File: src/rtl/cpu_pkg.sv
// cpu_pkg: definitions shared by the stack CPU front end.
//   INSN_NOP      - the all-zero instruction that decode treats as a NOP.
//   INSN_PARCELS  - the number of 16-bit parcels in one 48-bit instruction.
//   LAST_BEAT     - the beat index of the final parcel.
//   fetch_state_t - the states of the stage-1 fetch FSM.
//   next_fetch_pc - the PC that follows a 48-bit instruction, with the JS bit kept.
package cpu_pkg;

  localparam int PARCEL_W     = 16;
  localparam int INSN_W       = 48;
  localparam int INSN_PARCELS = 3;

  localparam logic [INSN_W-1:0] INSN_NOP  = 48'h0;
  localparam logic [1:0]        LAST_BEAT = 2'(INSN_PARCELS - 1);

  typedef enum logic [1:0] {
    FETCH = 2'd0,  // requesting parcels, beat 0..2
    FULL  = 2'd1,  // complete instruction waiting for decode
    DRAIN = 2'd2   // redirected with a request still outstanding
  } fetch_state_t;

  // The instruction is 3 halfwords (6 bytes) long. The halfword part wraps
  // modulo 2^31 and bit 0, the JS-mode flag, is carried through unchanged.
  function automatic logic [31:0] next_fetch_pc(input logic [31:0] pc);
    return {pc[31:1] + 31'd3, pc[0]};
  endfunction

endpackage

File: src/rtl/fetch_assembler.sv
// fetch_assembler: builds one 48-bit instruction out of three 16-bit parcels.
//
// Ports:
//   clk, rst_b  - clock; asynchronous active-low reset.
//   clear       - discard the partial or complete instruction, beat back to 0.
//                 Takes priority over load.
//   load        - the parcel on `parcel` is accepted this cycle.
//   parcel      - 16-bit parcel data.
//   beat        - index of the parcel the next load writes (0..2).
//   full        - all three parcels are present; further loads are ignored
//                 until clear.
//   insn        - assembled instruction. Parcel 0 sits in [47:32], parcel 1 in
//                 [31:16] and parcel 2 in [15:0].
//
// The buffer shifts left by one parcel on each load. After three loads the
// first parcel has reached the top field, so no per-beat insert mux is needed.
module fetch_assembler
  import cpu_pkg::*;
(
  input  logic                clk,
  input  logic                rst_b,
  input  logic                clear,
  input  logic                load,
  input  logic [PARCEL_W-1:0] parcel,
  output logic [1:0]          beat,
  output logic                full,
  output logic [INSN_W-1:0]   insn
);

  always_ff @(posedge clk or negedge rst_b) begin
    if (!rst_b) begin
      beat <= 2'd0;
      full <= 1'b0;
      insn <= INSN_NOP;
    end else if (clear) begin
      beat <= 2'd0;
      full <= 1'b0;
      insn <= INSN_NOP;
    end else if (load && !full) begin
      insn <= {insn[INSN_W-PARCEL_W-1:0], parcel};
      if (beat == LAST_BEAT) begin
        beat <= 2'd0;
        full <= 1'b1;
      end else begin
        beat <= beat + 2'd1;
      end
    end
  end

endmodule

File: src/rtl/cpu_fetch.sv
// cpu_fetch: stage-1 instruction fetch unit of the stack CPU.
//
// Fetches three 16-bit parcels per instruction from instruction memory,
// assembles them into a 48-bit instruction and hands it to decode together
// with its PC. Decode can stall the stage. Execute can redirect fetch to a
// new PC.
//
// Ports:
//   RESET_PC        - PC after reset. Bit 0 is the JS-mode flag.
//   clk, rst_b      - clock; asynchronous active-low reset.
//   im__req         - parcel request, registered.
//   im__addr        - halfword address of the requested parcel, registered.
//   im__ack         - memory accepted the request; im__rdata valid now.
//   im__rdata       - parcel data.
//   stall_2a        - decode cannot accept; stage-1 outputs hold.
//   fe__redirect    - one-cycle pulse: flush and restart at fe__target.
//   fe__target      - redirect PC, bit 0 included.
//   instruction_1a  - instruction to decode; INSN_NOP when none is valid.
//   pc_1a           - PC of instruction_1a.
//   fetch_state     - current FSM state, for observation only.
//
// Memory handshake: a parcel transfers in any cycle where im__req and im__ack
// are both high, and im__rdata is taken in that same cycle. While im__req is
// high and im__ack is low, im__addr does not change and im__req stays high.
// Memory may ack in the first cycle of a request (zero wait). The only way
// im__req drops without an ack is reset.
module cpu_fetch
  import cpu_pkg::*;
#(
  parameter logic [31:0] RESET_PC = 32'h0
) (
  input  logic                clk,
  input  logic                rst_b,
  output logic                im__req,
  output logic [30:0]         im__addr,
  input  logic                im__ack,
  input  logic [PARCEL_W-1:0] im__rdata,
  input  logic                stall_2a,
  input  logic                fe__redirect,
  input  logic [31:0]         fe__target,
  output logic [INSN_W-1:0]   instruction_1a,
  output logic [31:0]         pc_1a,
  output fetch_state_t        fetch_state
);

  fetch_state_t        state;
  logic [31:0]         fpc;
  logic                accept;
  logic                asm_clear;
  logic                asm_load;
  logic [1:0]          asm_beat;
  logic                asm_full;
  logic [INSN_W-1:0]   asm_insn;
  logic [31:0]         fpc_next;

  assign fetch_state = state;
  assign accept      = im__req && im__ack;
  assign fpc_next    = next_fetch_pc(fpc);

  // The buffer empties on a redirect and whenever a complete instruction
  // moves to the output registers. Only acks seen in FETCH are parcels of the
  // current instruction. An ack in the redirect cycle or in DRAIN belongs to
  // the old path and is dropped.
  always_comb begin
    asm_clear = 1'b0;
    asm_load  = 1'b0;
    if (fe__redirect) begin
      asm_clear = 1'b1;
    end else if (state == FULL && !stall_2a) begin
      asm_clear = 1'b1;
    end else if (state == FETCH && accept) begin
      asm_load = 1'b1;
    end
  end

  fetch_assembler u_asm (
    .clk    (clk),
    .rst_b  (rst_b),
    .clear  (asm_clear),
    .load   (asm_load),
    .parcel (im__rdata),
    .beat   (asm_beat),
    .full   (asm_full),
    .insn   (asm_insn)
  );

  always_ff @(posedge clk or negedge rst_b) begin
    if (!rst_b) begin
      state          <= FETCH;
      fpc            <= RESET_PC;
      im__req        <= 1'b0;
      im__addr       <= RESET_PC[31:1];
      instruction_1a <= INSN_NOP;
      pc_1a          <= RESET_PC;
    end else if (fe__redirect) begin
      // The redirect overrides the stall so that a wrong-path instruction
      // held in the outputs never reaches decode.
      fpc            <= fe__target;
      instruction_1a <= INSN_NOP;
      if (im__req && !im__ack) begin
        // The request cannot be withdrawn. Keep it up at the old address
        // until memory acks it, then start on the target.
        state <= DRAIN;
      end else begin
        state    <= FETCH;
        im__req  <= 1'b1;
        im__addr <= fe__target[31:1];
      end
    end else begin
      if (!stall_2a) begin
        if (asm_full) begin
          instruction_1a <= asm_insn;
          pc_1a          <= fpc;
        end else begin
          instruction_1a <= INSN_NOP;
        end
      end

      case (state)
        FETCH: begin
          if (accept) begin
            if (asm_beat == LAST_BEAT) begin
              state   <= FULL;
              im__req <= 1'b0;
            end else begin
              im__addr <= im__addr + 31'd1;
            end
          end else begin
            // Also raises the first request after reset.
            im__req <= 1'b1;
          end
        end

        FULL: begin
          if (!stall_2a) begin
            state    <= FETCH;
            fpc      <= fpc_next;
            im__req  <= 1'b1;
            im__addr <= fpc_next[31:1];
          end
        end

        DRAIN: begin
          // fpc already holds the newest target. The acked data is stale.
          if (accept) begin
            state    <= FETCH;
            im__addr <= fpc[31:1];
          end
        end

        default: begin
          state   <= FETCH;
          im__req <= 1'b0;
        end
      endcase
    end
  end

endmodule

File: config.mk
export PLATFORM = sky130hd
export DESIGN_NAME = cpu_fetch
export DESIGN_NICKNAME = d
export VERILOG_FILES = /design/src/rtl/cpu_pkg.sv /design/src/rtl/fetch_assembler.sv /design/src/rtl/cpu_fetch.sv
export SDC_FILE = /design/constraint.sdc
export NUM_CORES = 1
export LEC_CHECK = 0
export ABC_AREA = 1
export CORE_ASPECT_RATIO = 1.1
export CORE_MARGIN = 10
export CORE_UTILIZATION = 39
export DETAILED_ROUTE_END_ITERATION = 8
export PLACE_DENSITY = 0.58
export RECOVER_POWER = 100
export SETUP_SLACK_MARGIN = 0.2
export SYNTH_ARGS = -nofsm -noshare
export SYNTH_HDL_FRONTEND = slang
export SYNTH_SLANG_ARGS = --single-unit
export TNS_END_PERCENT = 10
File: constraint.sdc
create_clock -name clk -period 4.5 [get_ports clk]
set_input_delay 0.675 -clock clk [delete_from_list [all_inputs] [get_ports clk]]
set_output_delay 0.675 -clock clk [all_outputs]
set_load 0.01 [all_outputs]
==> metrics.txt <==
status finished, violations left; failing checks capacitance limit, slew limit; relative slew slack -0.986; Synth area leader dfrtp_1; Yosys top cell area share 0.487; global route overflow 0; Net count, final 1510; Clock Tree Buf Depth 2; maxcap violations 2; synthesized flop and latch total 197; highest ir drop seen on vdd 0.000361 V; Post-DP Area 12100 sq um; Crit Path Category input port to flip-flop; gpl congestion 0.896; die area 32800 sq um; Synth Area in XOR/XNOR 0.0154; main combinational cell family by area after synthesis simple AND/OR/NAND/NOR gates; CTS tree built; Place WS 926 ps; final core occ 0.501; LEAKAGE 5.95 nW; Avg Cell Area, Syn 7.70 sq um; Clk Latency, worst-skew pair 450 ps; CP peak stage delay 890 ps; DR DRC count 0; Fillers 2529; number of DRC markers in iteration 0 731; # rows 61; Crit path buffers/inverters 5; Fin Hold WS 486 ps; Crit Path Max Fanout 50; Die Span Y 189 microns; fmax 285 MHz; WP depth 11; Power Total 7.59 mW; crit path cell chain dlygate4sd3_1 > inv_1 > nor2_4 > nand2_1 > nand2_1 > inv_1 > nand3_1 > buf_4 > inv_1 > nand2_1 > o21ai_0; RSZ-0062 raised after global routing false; Finished Cell Area 12700 sq um; Syn Nets 1373; post-CTS resize count 0; core area 25400 sq um; IO buf count 166; routed vias 9511; Mapped Area 10100 sq um; Clock Skew 13.9 ps; fin crit period 3500 ps; Clock Tree Root clkbuf_16; adder-cell share of the synthesized area 0.00618; Antenna Cells 0; Crit path max-delay family buffers and inverters; Post-synth EDFFs 0; final setup TNS 0 ps; endpoints failing setup 0; first drt pass iteration count 5; share of layout cells above drive strength 1 0.0553; Post-DRT Antenna Nets 0; Clock transition at path regs 80 ps; Cells after Synth 1315; Synth Area in Compound Gates 0.160; Post-Synth Simple-Gate Area 0.246; crit share post-route 0.779; Post-Route WL 35.1 mm; DP HPWL 25.4 mm; synthesis warning total 0; Post-synth ARST share 1.00; CTS Hold Buffers Added 0; Worst path slowest cell nor2_4; Synth Flop Type dfrtp_1; mux cell area share after synthesis 0.00222; Hold Violations, Final 0; vias per cell 5.25; power density over cell area 596 nW/um^2; Crit path arrival time 3790 ps; largest net degree at the start of global routing 115; reg2reg path depth 10; Die W 174 microns; number of global-route vias before repair 9443; area growth from synthesis to layout 25.7%; IO Count 167; CP Capture Type flip-flop; sequential fraction of the synthesis area 0.487; hold depth 2; distinct cell type count after synthesis 43; placed cell count 1779; clk sinks 197; slack of the critical path 996 ps; Routed WL per cell 19.4 microns; Final Instance Count excl. Fillers 1811; Setup Fix Bufs, Post-CTS 0; top cells by area, synth dfrtp_1, nand2_1, o21ai_0, inv_1, nand3_1; Critical Path Source Type input port; CTS H-tree depth 4; CTS Buf Count 17; Final Max Tran Viols 227; Worst-Margin Slew 2980 ps; initial core utilization 0.398; first-pass GRT wire length 55.1 mm; HP Class flip-flop to flip-flop; Tot GR Track Use 0.211; WP data required 4780 ps; initial antenna violation count 0
kinds of logic (layout without fill, tap and decap cells):
logic type	after synthesis	in the layout
muxes	2	2
xor gates and xnor gates	17	17
and+or+nand+nor	587	587
DFF	197	197
buffers and inverters	212	362
adders and majority gates	5	5
AOI/OAI and AO/OA	295	295
sequential cells by signal (all words and copies together) (netlist names):
| signal | count |
|---|---|
| u_asm.insn | 48 |
| fpc | 32 |
| u_asm.full | 1 |
| im__req | 1 |
| pc_1a | 32 |
| instruction_1a | 48 |
| u_asm.beat | 2 |
| im__addr | 31 |
| fetch_state | 2 |
tightest hold or removal path, stage by stage (launching register included):
cell	delay, ps
dfrtp_1	350
nand2_1	50
o21ai_0	50
layer usage:
layer | up-vias | routed length (microns) | global-route usage
li1 | 4589 | - | -
met3 | 62 | 1810 | 0.0424
met1 | 4587 | 14700 | 0.258
met2 | 273 | 17400 | 0.361
met5 | - | 0 | 0
met4 | 0 | 1120 | 0.0780
synthesized netlist by cell type, types with 6 or more instances:
master and n:
o21ai_0 131, nand4_1 13, nand2_1 343, clkbuf_1 35
buf_1 9, inv_1 134, buf_2 16, nor3_1 11
a22oi_1 19, a31oi_1 16, nand3_1 86, nor2_1 105
a21oi_1 75, o211ai_1 6, inv_2 10, dfrtp_1 197
xor2_1 15, o22ai_1 36
worst paths after layout:
kind | slack (ps) | start | to
worst max-delay path | 1000 | stall_2a | im__addr[8]$_DFFE_PN0P_
worst min-delay path | 490 | pc_1a[20]$_DFFE_PN0P_ | pc_1a[20]$_DFFE_PN0P_
worst max register to register | 1590 | fetch_state[1]$_DFFE_PN0P_ | im__addr[27]$_DFFE_PN0P_
worst min register to register | 490 | pc_1a[20]$_DFFE_PN0P_ | pc_1a[20]$_DFFE_PN0P_
max in group asynchronous | 1290 | rst_b | fpc[11]$_DFFE_PN0P_
min in group asynchronous | 1130 | rst_b | pc_1a[25]$_DFFE_PN0P_
layout by cell type, fill, tap and decap left out, types with 5 or more instances in the layout:
cell type,Yosys,final
xor2_1,15,15
nor2_4,4,5
dlygate4sd3_1,0,115
clkdlybuf4s50_1,0,49
inv_1,134,138
o22ai_1,36,36
nand2_1,343,343
nand4_1,13,13
a21oi_1,75,75
inv_2,10,6
a22oi_1,19,19
nand3_1,86,86
inv_12,0,6
o211ai_1,6,6
clkbuf_2,0,6
clkbuf_16,0,17
buf_4,3,9
a31oi_1,16,16
o21ai_0,131,133
nor2_1,105,105
nor3_1,11,10
ha_1,5,5
dfrtp_1,197,197
report_power, final:
| group | switching, mW | internal, mW | total [mW] | leakage (nW) |
|---|---|---|---|---|
| registers | 0.467 | 2.17 | 2.63 | 2.58 |
| logic | 2.10 | 1.13 | 3.23 | 3.05 |
| clock network | 0.907 | 0.812 | 1.72 | 0.323 |
final cells by class:
type / count / area (sq um) / area share
sequential: 197 / 4930 / 0.387
multi-input combinational: 906 / 4380 / 0.344
timing repair buffer: 182 / 1770 / 0.139
inverter: 148 / 557 / 0.0437
tap: 346 / 433 / 0.0340
clock buffer: 17 / 425 / 0.0334
clock inverter: 15 / 241 / 0.0190
No activity file was read; power rests on OpenSTA's default activity.
